File: src/rtl/prog_loader_if.sv
// Host-side nibble stream plus program-memory write port and CPU control for prog_loader.
interface prog_loader_if;
    logic       start;
    logic       in_valid;
    logic [3:0] in_data;
    logic       in_ready;
    logic       mem_we;
    logic [3:0] mem_addr;
    logic [3:0] mem_wdata;
    logic       cpu_reset;
    logic       busy;
    logic       done;
    logic       err;

    modport slave (
        input  start, in_valid, in_data,
        output in_ready, mem_we, mem_addr, mem_wdata, cpu_reset, busy, done, err
    );

    modport master (
        output start, in_valid, in_data,
        input  in_ready, mem_we, mem_addr, mem_wdata, cpu_reset, busy, done, err
    );
endinterface

File: src/rtl/prog_loader.sv
// Loads a framed nibble stream (LEN, data, CSUM) into a 16x4 program memory,
// zero-fills the tail and releases the CPU only after a verified, complete load.
module prog_loader #(
    parameter int DEPTH   = 16,
    parameter int TIMEOUT = 255
) (
    input  logic         clk,
    input  logic         reset,
    prog_loader_if.slave ldr
);
    localparam logic [2:0] S_IDLE = 3'd0;
    localparam logic [2:0] S_LEN  = 3'd1;
    localparam logic [2:0] S_DATA = 3'd2;
    localparam logic [2:0] S_CSUM = 3'd3;
    localparam logic [2:0] S_FILL = 3'd4;
    localparam logic [2:0] S_FIN  = 3'd5;

    // Counter only needs to hold TIMEOUT-1: the hit fires on the idle cycle that would reach TIMEOUT.
    localparam int              TW       = (TIMEOUT > 1) ? $clog2(TIMEOUT) : 1;
    localparam logic [TW-1:0]   TMO_LAST = TW'((TIMEOUT > 0) ? TIMEOUT - 1 : 0);
    localparam logic [4:0]      FULL_N   = 5'(DEPTH);

    logic [2:0]    state_q, state_d;
    logic [4:0]    n_q, n_d;
    logic [4:0]    addr_q, addr_d;
    logic [3:0]    sum_q, sum_d;
    logic [TW-1:0] tmo_q, tmo_d;
    logic          in_ready_q, in_ready_d;
    logic          mem_we_q, mem_we_d;
    logic [3:0]    mem_addr_q, mem_addr_d;
    logic [3:0]    mem_wdata_q, mem_wdata_d;
    logic          cpu_reset_q, cpu_reset_d;
    logic          busy_q, busy_d;
    logic          done_q, done_d;
    logic          err_q, err_d;

    logic xfer;
    logic receiving;
    logic tmo_hit;

    assign xfer      = ldr.in_valid & in_ready_q;
    assign receiving = (state_q == S_LEN) || (state_q == S_DATA) || (state_q == S_CSUM);

    always_comb begin
        state_d     = state_q;
        n_d         = n_q;
        addr_d      = addr_q;
        sum_d       = sum_q;
        tmo_d       = tmo_q;
        in_ready_d  = in_ready_q;
        mem_we_d    = 1'b0;
        mem_addr_d  = mem_addr_q;
        mem_wdata_d = mem_wdata_q;
        cpu_reset_d = cpu_reset_q;
        busy_d      = busy_q;
        done_d      = done_q;
        err_d       = err_q;
        tmo_hit     = 1'b0;

        if (receiving) begin
            if (xfer) begin
                tmo_d = '0;
            end else begin
                tmo_d   = tmo_q + 1'b1;
                tmo_hit = (TIMEOUT > 0) && (tmo_q == TMO_LAST);
            end
        end

        case (state_q)
            S_IDLE: begin
                if (ldr.start) begin
                    state_d     = S_LEN;
                    busy_d      = 1'b1;
                    cpu_reset_d = 1'b1;
                    done_d      = 1'b0;
                    err_d       = 1'b0;
                    in_ready_d  = 1'b1;
                    tmo_d       = '0;
                end
            end
            S_LEN: begin
                if (xfer) begin
                    n_d     = (ldr.in_data == 4'd0) ? FULL_N : {1'b0, ldr.in_data};
                    addr_d  = 5'd0;
                    sum_d   = 4'd0;
                    state_d = S_DATA;
                end
            end
            S_DATA: begin
                if (xfer) begin
                    mem_we_d    = 1'b1;
                    mem_addr_d  = addr_q[3:0];
                    mem_wdata_d = ldr.in_data;
                    sum_d       = sum_q + ldr.in_data;
                    addr_d      = addr_q + 5'd1;
                    if (addr_q == n_q - 5'd1) begin
                        state_d = S_CSUM;
                    end
                end
            end
            S_CSUM: begin
                if (xfer) begin
                    in_ready_d = 1'b0;
                    if (ldr.in_data == sum_q) begin
                        if (n_q < FULL_N) begin
                            // First fill write is issued here so FILL spends exactly 16-N cycles writing.
                            state_d     = S_FILL;
                            mem_we_d    = 1'b1;
                            mem_addr_d  = n_q[3:0];
                            mem_wdata_d = 4'd0;
                            addr_d      = n_q + 5'd1;
                        end else begin
                            state_d = S_FIN;
                        end
                    end else begin
                        state_d = S_IDLE;
                        err_d   = 1'b1;
                        busy_d  = 1'b0;
                    end
                end
            end
            S_FILL: begin
                if (addr_q == FULL_N) begin
                    state_d = S_FIN;
                end else begin
                    mem_we_d    = 1'b1;
                    mem_addr_d  = addr_q[3:0];
                    mem_wdata_d = 4'd0;
                    addr_d      = addr_q + 5'd1;
                end
            end
            S_FIN: begin
                state_d     = S_IDLE;
                done_d      = 1'b1;
                busy_d      = 1'b0;
                cpu_reset_d = 1'b0;
            end
            default: begin
                state_d = S_IDLE;
            end
        endcase

        if (tmo_hit) begin
            state_d    = S_IDLE;
            err_d      = 1'b1;
            busy_d     = 1'b0;
            in_ready_d = 1'b0;
        end
    end

    always_ff @(posedge clk) begin
        if (reset) begin
            state_q     <= S_IDLE;
            n_q         <= 5'd0;
            addr_q      <= 5'd0;
            sum_q       <= 4'd0;
            tmo_q       <= '0;
            in_ready_q  <= 1'b0;
            mem_we_q    <= 1'b0;
            mem_addr_q  <= 4'd0;
            mem_wdata_q <= 4'd0;
            cpu_reset_q <= 1'b1;
            busy_q      <= 1'b0;
            done_q      <= 1'b0;
            err_q       <= 1'b0;
        end else begin
            state_q     <= state_d;
            n_q         <= n_d;
            addr_q      <= addr_d;
            sum_q       <= sum_d;
            tmo_q       <= tmo_d;
            in_ready_q  <= in_ready_d;
            mem_we_q    <= mem_we_d;
            mem_addr_q  <= mem_addr_d;
            mem_wdata_q <= mem_wdata_d;
            cpu_reset_q <= cpu_reset_d;
            busy_q      <= busy_d;
            done_q      <= done_d;
            err_q       <= err_d;
        end
    end

    assign ldr.in_ready  = in_ready_q;
    assign ldr.mem_we    = mem_we_q;
    assign ldr.mem_addr  = mem_addr_q;
    assign ldr.mem_wdata = mem_wdata_q;
    assign ldr.cpu_reset = cpu_reset_q;
    assign ldr.busy      = busy_q;
    assign ldr.done      = done_q;
    assign ldr.err       = err_q;
endmodule

File: src/flat_wrapper.sv
// flat-port wrapper written by rule: the top's interface ports become plain ports
module prog_loader_flat 
#(
    parameter int DEPTH   = 16,
    parameter int TIMEOUT = 255
)
  (clk, reset, ldr_start, ldr_in_valid, ldr_in_data, ldr_in_ready, ldr_mem_we, ldr_mem_addr, ldr_mem_wdata, ldr_cpu_reset, ldr_busy, ldr_done, ldr_err);
  prog_loader_if ldr_i ();
  input  logic clk;
  input  logic reset;
  input wire logic [$bits(ldr_i.start)-1:0] ldr_start;
  input wire logic [$bits(ldr_i.in_valid)-1:0] ldr_in_valid;
  input wire logic [$bits(ldr_i.in_data)-1:0] ldr_in_data;
  output wire logic [$bits(ldr_i.in_ready)-1:0] ldr_in_ready;
  output wire logic [$bits(ldr_i.mem_we)-1:0] ldr_mem_we;
  output wire logic [$bits(ldr_i.mem_addr)-1:0] ldr_mem_addr;
  output wire logic [$bits(ldr_i.mem_wdata)-1:0] ldr_mem_wdata;
  output wire logic [$bits(ldr_i.cpu_reset)-1:0] ldr_cpu_reset;
  output wire logic [$bits(ldr_i.busy)-1:0] ldr_busy;
  output wire logic [$bits(ldr_i.done)-1:0] ldr_done;
  output wire logic [$bits(ldr_i.err)-1:0] ldr_err;
  assign ldr_i.start = ldr_start;
  assign ldr_i.in_valid = ldr_in_valid;
  assign ldr_i.in_data = ldr_in_data;
  assign ldr_in_ready = ldr_i.in_ready;
  assign ldr_mem_we = ldr_i.mem_we;
  assign ldr_mem_addr = ldr_i.mem_addr;
  assign ldr_mem_wdata = ldr_i.mem_wdata;
  assign ldr_cpu_reset = ldr_i.cpu_reset;
  assign ldr_busy = ldr_i.busy;
  assign ldr_done = ldr_i.done;
  assign ldr_err = ldr_i.err;
  prog_loader #(.DEPTH(DEPTH), .TIMEOUT(TIMEOUT)) u_core (.clk(clk), .reset(reset), .ldr(ldr_i));
endmodule
File: config.mk
export PLATFORM = sky130hd
export DESIGN_NAME = prog_loader_flat
export DESIGN_NICKNAME = d
export VERILOG_FILES = /design/src/rtl/prog_loader_if.sv /design/src/rtl/prog_loader.sv /design/src/flat_wrapper.sv
export SDC_FILE = /design/constraint.sdc
export NUM_CORES = 1
export LEC_CHECK = 0
export CORE_MARGIN = 4
export CORE_UTILIZATION = 45
export DETAILED_ROUTE_END_ITERATION = 7
export PLACE_DENSITY = 0.66
export SLEW_MARGIN = 10
export SYNTH_ARGS = -nofsm -noshare
export SYNTH_HDL_FRONTEND = slang
export SYNTH_SLANG_ARGS = --single-unit
File: constraint.sdc
create_clock -name clk -period 2.7 [get_ports clk]
set_clock_uncertainty 0.05 [all_clocks]
set_input_delay 0.27 -clock clk [delete_from_list [all_inputs] [get_ports clk]]
set_output_delay 0.27 -clock clk [all_outputs]
set_load 0.005 [all_outputs]
### Word-level counts from Yosys, hierarchy flattened

Cells that the tools add are included.

* register bits after elaboration: 39
* bits of input ports: 8
* output and inout bits: 14
* logic and storage cells: 120

* add/subtract/negate cells: 5
* order comparisons: 1
* eq/ne operators: 22
* mux-type cells: 57
* bitwise logic cells: 1
* reductions and logical operators: 21

Operator list (count)
* 4-bit 2-to-1 mux: 12
* 5-bit 2-to-1 mux: 7
* 8-bit 2-to-1 mux: 4
* 4-bit case mux with 3 select lines: 2
* 3-bit 2-to-1 mux: 7
* 5-bit case mux with 4 select lines: 1
* 1-bit 2-to-1 mux: 16
* 3-bit case mux with 5 select lines: 1
* 2-bit inequality test, second input constant: 6
* 6-bit AND reduction: 2
* 5-bit by 1-bit adder with 5-bit output, second input constant: 2
* 3-bit nonzero test: 3
* 8-bit by 1-bit adder with 8-bit output, second input constant: 1
* 8-bit == test, second input constant: 1
* 2-bit by 1-bit inequality test with 1-bit output, second input constant: 4
* 1-bit case mux with 2 select lines: 4
* 4-bit case mux with 2 select lines: 1
* 4-bit AND reduction: 2
* 7-bit AND reduction: 1
* 3-bit by 2-bit == test with 1-bit output, second input constant: 2
* 3-bit == test, second input constant: 2
* 3-bit by 2-bit inequality test with 1-bit output, second input constant: 2
* 1-bit case mux with 3 select lines: 2
* 3-bit AND reduction: 2
* other kinds (16): 20

### Logic depth before layout (Yosys ltp)

* word-level depth: 6
* gate-level depth with buffers: 11
* mapped depth without buffers: 10

### Least setup slack after synthesis

Ideal clock, no wire load.

* path type: flip-flop to flip-flop
* start: register u_core.state_q[2]
* end: register u_core.addr_q[4]
* library setup time: 0.137 ns
* arrival time: 1.981 ns
* data required time: 2.513 ns
* slack: 0.532 ns
* stages on the path, launching flop included: 12
* buffers on the path: 1
* clock period less this slack: 2.168 ns
* cell sequence: dfxtp_1 clkbuf_1 xnor2_1 nor2_1 mux2i_1 inv_1 ha_1 nand3_1 xor2_1 nand2_1 o211ai_1 a21oi_1

* cells in the longest elaborated chain, start to end: 3
* elaborated cells between the ends (all ways): 13
* those cells by class: 10 x eq/ne; 1 x mux; 2 x reduce/logical

Ends and longest elaborated chain
* start, declared: line prog_loader.sv:23 `logic [2:0] state_q, state_d;`
* start signal, assigned: line prog_loader.sv:167 `state_q <= state_d;`
* 3-bit by 1-bit == test with 1-bit output, or another cell as far along: line prog_loader.sv:69 `case (state_q)`
* 2-bit by 1-bit inequality test with 1-bit output (no line), or another cell as far along
* 7-bit AND reduction (no line)
* end signal, assigned: line prog_loader.sv:169 `addr_q <= addr_d;`
* end, declared: line prog_loader.sv:25 `logic [4:0] addr_q, addr_d;`

Several ways; a longest one is shown, not always the timed one.
A chain may end at the register's enable or synchronous reset.

### Final worst setup path

* start: input ldr_in_data[0]
* end: register u_core.mem_addr_q[1] (netlist: u_core.ldr.mem_addr[1])

* cells in the longest elaborated chain, start to end: 3

Ends and longest elaborated chain
* start, declared: line flat_wrapper.sv:13 `input wire logic [$bits(ldr_i.in_data)-1:0] ldr_in_data;`
* 4-bit == test: line prog_loader.sv:104 `if (ldr.in_data == sum_q) begin`
* 2-bit inequality test (no line)
* 6-bit AND reduction (no line)
* end signal, assigned: line prog_loader.sv:174 `mem_addr_q <= mem_addr_d;`
* end, declared: line prog_loader.sv:30 `logic [3:0] mem_addr_q, mem_addr_d;`

No other way between the ends.

==> summary by stage <==
Synthesis
The count of distinct cell types in the synthesized netlist is 48. The per-instance average area after synthesis is 8.39 µm². The total of warnings raised by yosys is 0. Sorting the synthesized cells by how often they occur yields 39 x sky130_fd_sc_hd__dfxtp_1, 33 x sky130_fd_sc_hd__nor2_1, 22 x sky130_fd_sc_hd__a21oi_1, 21 x sky130_fd_sc_hd__nand2_1, 13 x sky130_fd_sc_hd__xnor2_1.

The top cell type by area accounts for 36.5% of the synthesized area. Counting flops with an async set or reset pin after synthesis yields a share of 0%. The sequential cell area fraction in the yosys report is 36.5%. By area the synthesized netlist is led by sky130_fd_sc_hd__dfxtp_1 37%, sky130_fd_sc_hd__nor2_1 5.8%, sky130_fd_sc_hd__xnor2_1 5.3%. The instance count of the mapped netlist is 255. The total standard cell area after synthesis is 2140 µm². Among all cell types in the netlist, the one instantiated most often is sky130_fd_sc_hd__dfxtp_1. The number of nets handed over by synthesis was 271.

Counting flops and latches in the post-synthesis netlist gives 39. The top cell type by total area after synthesis is sky130_fd_sc_hd__dfxtp_1. Yosys mapped a number of flops with a built-in enable equal to 0. The most used flip-flop cell after synthesis is sky130_fd_sc_hd__dfxtp_1.

Timing
In this run the tightest slew margin relative to its limit is 63.5%. For the pin with the worst max-slew slack, the measured transition is 0.540 ns. The post-route setup TNS is 0 ns.

The final setup violation count is 0. Based on the critical path, the design can be clocked at up to 475 MHz. The worst hold slack across all endpoints is 0.424 ns. Setup repair after global routing left no endpoint under its margin.

After layout, the worst setup slack is 0.597 ns. The max-slew violation count came to 0. The minimum clock period after layout is 2.10 ns. Dividing the final minimum period by the clock period gives 77.9%.

The total count of hold-check failures in the final report was 0.

Route
The count of antenna-violating nets left after detailed routing is 0. After detailed routing, the average wire length per cell comes to 13.7 µm. Using the TritonRoute via totals, the vias-per-cell ratio works out to 5.60. The remaining routing DRC violations is 0. The detailed router placed 1858 vias in this run. For this block, the initial DRC count from the detailed router was 159. The final layout contains routed wiring with a total length of 4.56 mm. The first TritonRoute pass finished after 4 iterations.

Worst hold path
The worst hold path terminates at u_core.ldr.done. The count of cells along the worst hold path is 2. The start point of the worst min-delay path is u_core.ldr.done.

The min-delay analysis places its worst path in the category flop to flop.

Floorplanning
Pin placement for this block handled 22 I/O pins. The number of placement rows is 24. The die covers 5920 µm².

The initial standard-cell utilization of the core is 47.8%. The total area inside the core boundary comes to 4470 µm². The vertical die dimension is 76.9 µm. The die span in x is 76.9 µm.

Global routing
The initial antenna violation count came to 0. The first-pass GRT wire length is 8.05 mm. The number of global-route vias before repair is 1718.

The total overflow left after global routing is 0. Entering global routing, the biggest net connects 23 pins. Global routing consumed, over all layers together, 16.5% of the routing resources.

Clocking
The buffer type at the clock tree root is sky130_fd_sc_hd__clkbuf_8. The count of clock tree sinks is 39. The TritonCTS buffer count is 5. Clock-pin slew was measured on the worst setup and hold paths at 0.07 ns. The worst-skew pair later-pin latency is 0.29 ns. In this run, post-CTS repair resized a total of 0 instances. Counting along the longest clock path gives a buffer depth of 2. The number of post-CTS setup repair buffers is 0. TritonCTS built the clock tree. The hold-fix buffer count after cts is 0. The H-tree depth is 2.

Cells and area
The final core utilization is 56.5%. The number of inserted diodes is 0. The post-route cell area is 2530 µm².

The number of inserted filler cells in the final layout is 419. The multi-input combinational cells in the finished layout cover a total of 1250 µm². Cells with a size suffix above 1 make up 10.0% of the layout. Summing all flip-flop and latch instances after layout gives 781 µm². Leaving out filler cells and counting taps, the final layout contains 332.

The area overhead of the layout relative to synthesis is 18.3%. The final layout contains 295 nets.

Placement
Once placement completed, the tool counted placed cells totaling 324. The post-placement cell area is 2430 µm². The number of buffers added on ports is 21. Summed over all nets, the half-perimeter wirelength after detailed placement is 3.36 mm. The post-place setup slack is 0.309 ns. The routability congestion estimate from global placement is 0.804.

Critical path
The setup check on the worst reg-to-reg path leaves a slack of 0.68 ns. The data arrival time of the critical path is 2.26 ns. In this run the critical register-to-register path is launched from u_core.n_q[0]. By startpoint and endpoint, the worst setup path is classified as input pin to flop.

The number of cells on the worst reg-to-reg path is 7. At the worst endpoint, the required time is 2.85 ns. The largest fanout on the critical path is 22. The reg-to-reg critical path endpoint is u_core.state_q[2]. STA classifies the critical path endpoint as a flop. The kind of start point of the critical path is an input pin.

Run status
The flow ran to the end, and the final reports show no timing, DRC or antenna violations.

Power
The proportion of power drawn by combinational gates is 38.2%. The total power after layout is 1.89 mW. The fraction of power consumed by sequential logic is 39.2%. For this design the ratio of total power to cell area is 746 nW/µm². In this run the power spent charging and discharging nets is 0.654 mW.

In this run, the clock network consumes 22.6% of the power. The maximum ir drop on the vdd rail is 0.358 mV. The internal power of the cells is 1.23 mW. The leakage power total is 0.876 nW. The switching share of power is 34.7%.

Job
Max-cap violations in this run came to 0.
[worst max-delay path by stage]
stage                           start  depth (start not counted)                      to
finish                 ldr_in_data[0]                          8  u_core.ldr.mem_addr[1]
global route           ldr_in_data[0]                          8  u_core.ldr.mem_addr[3]
CTS                    ldr_in_data[0]                          8  u_core.ldr.mem_addr[1]
detailed placement     ldr_in_data[0]                          8  u_core.ldr.mem_addr[1]
global placement       ldr_in_data[0]                          8  u_core.ldr.mem_addr[2]
floorplan           u_core.state_q[2]                         11        u_core.addr_q[4]
[sequential cells by signal, summed over array words and instances, names as in the netlist, 3 cells and up]
register and count:
u_core.ldr.mem_addr 4, u_core.addr_q 5, u_core.tmo_q 8, u_core.sum_q 4
u_core.state_q 3, u_core.ldr.mem_wdata 4, u_core.n_q 5
[logic make-up (layout without fill, tap and decap cells)]
logic type               count (synthesis)  in the layout  share of synthesized area (%)
AO/OA/AOI/OAI                           58             58                           18.9
XOR/XNOR                                23             23                           9.42
adder cells (fa/ha/maj)                  8              8                           5.03
buffers and inverters                   23             48                           4.80
flip-flops                              39             39                           36.5
multiplexers                             6              6                           2.81
AND/OR/NAND/NOR                         98             98                           22.5
[cell usage in the layout, fill, tap and decap left out, drive strengths merged, types with 2 or more instances in the layout]
master         instances
a32oi                  2
mux2i                  6
nor2                  33
nand2b                 6
nand3                 11
xnor2                 13
a22oi                  5
a311oi                 3
nand4                  3
clkbuf                 8
a21o                   2
dfxtp                 39
o211ai                 3
inv                   10
nor3                  10
clkdlybuf4s50         21
nand2                 21
nor2b                  2
o21ai                  7
a21oi                 24
a211oi                 3
or2                    2
xor2                  10
ha                     7
nand3b                 2
buf                    9
nor4                   2
[power groups by stage]
stage	clock, mW	combinational, mW	sequential, mW
final	0.426	0.721	0.740
after global routing	0.467	0.803	0.753
after CTS	0.440	0.722	0.739
after detailed placement	0	0.719	0.752
after global placement	0	0.718	0.751
after floorplan	0	0.517	0.723
[worst max-delay path: stages]
cell and delay [ns]:
sky130_fd_sc_hd__clkdlybuf4s50_1 0.46, sky130_fd_sc_hd__ha_1 0.34, sky130_fd_sc_hd__nor3_1 0.31, sky130_fd_sc_hd__a41o_1 0.25, sky130_fd_sc_hd__o21a_1 0.17, sky130_fd_sc_hd__buf_12 0.17
sky130_fd_sc_hd__nor2_1 0.06, sky130_fd_sc_hd__a311oi_2 0.22
[layer usage]
metal | vias to the layer above | track usage, % | share of wire, %
met2 | 44 | 24.6 | 44
met5 | - | 0 | 0
met4 | 0 | 6.16 | 1.5
met1 | 868 | 22.7 | 49
li1 | 939 | - | -
met3 | 7 | 4.57 | 5.4
[cell type report]
| cell class | count | share of cell area (%) |
|---|---|---|
| sequential | 39 | 30.9 |
| clock buffer | 8 | 3.96 |
| inverter | 10 | 1.48 |
| timing repair buffer | 30 | 11.5 |
| tap | 52 | 2.57 |
| multi-input combinational | 193 | 49.6 |
(Power assumes the default switching activity.)
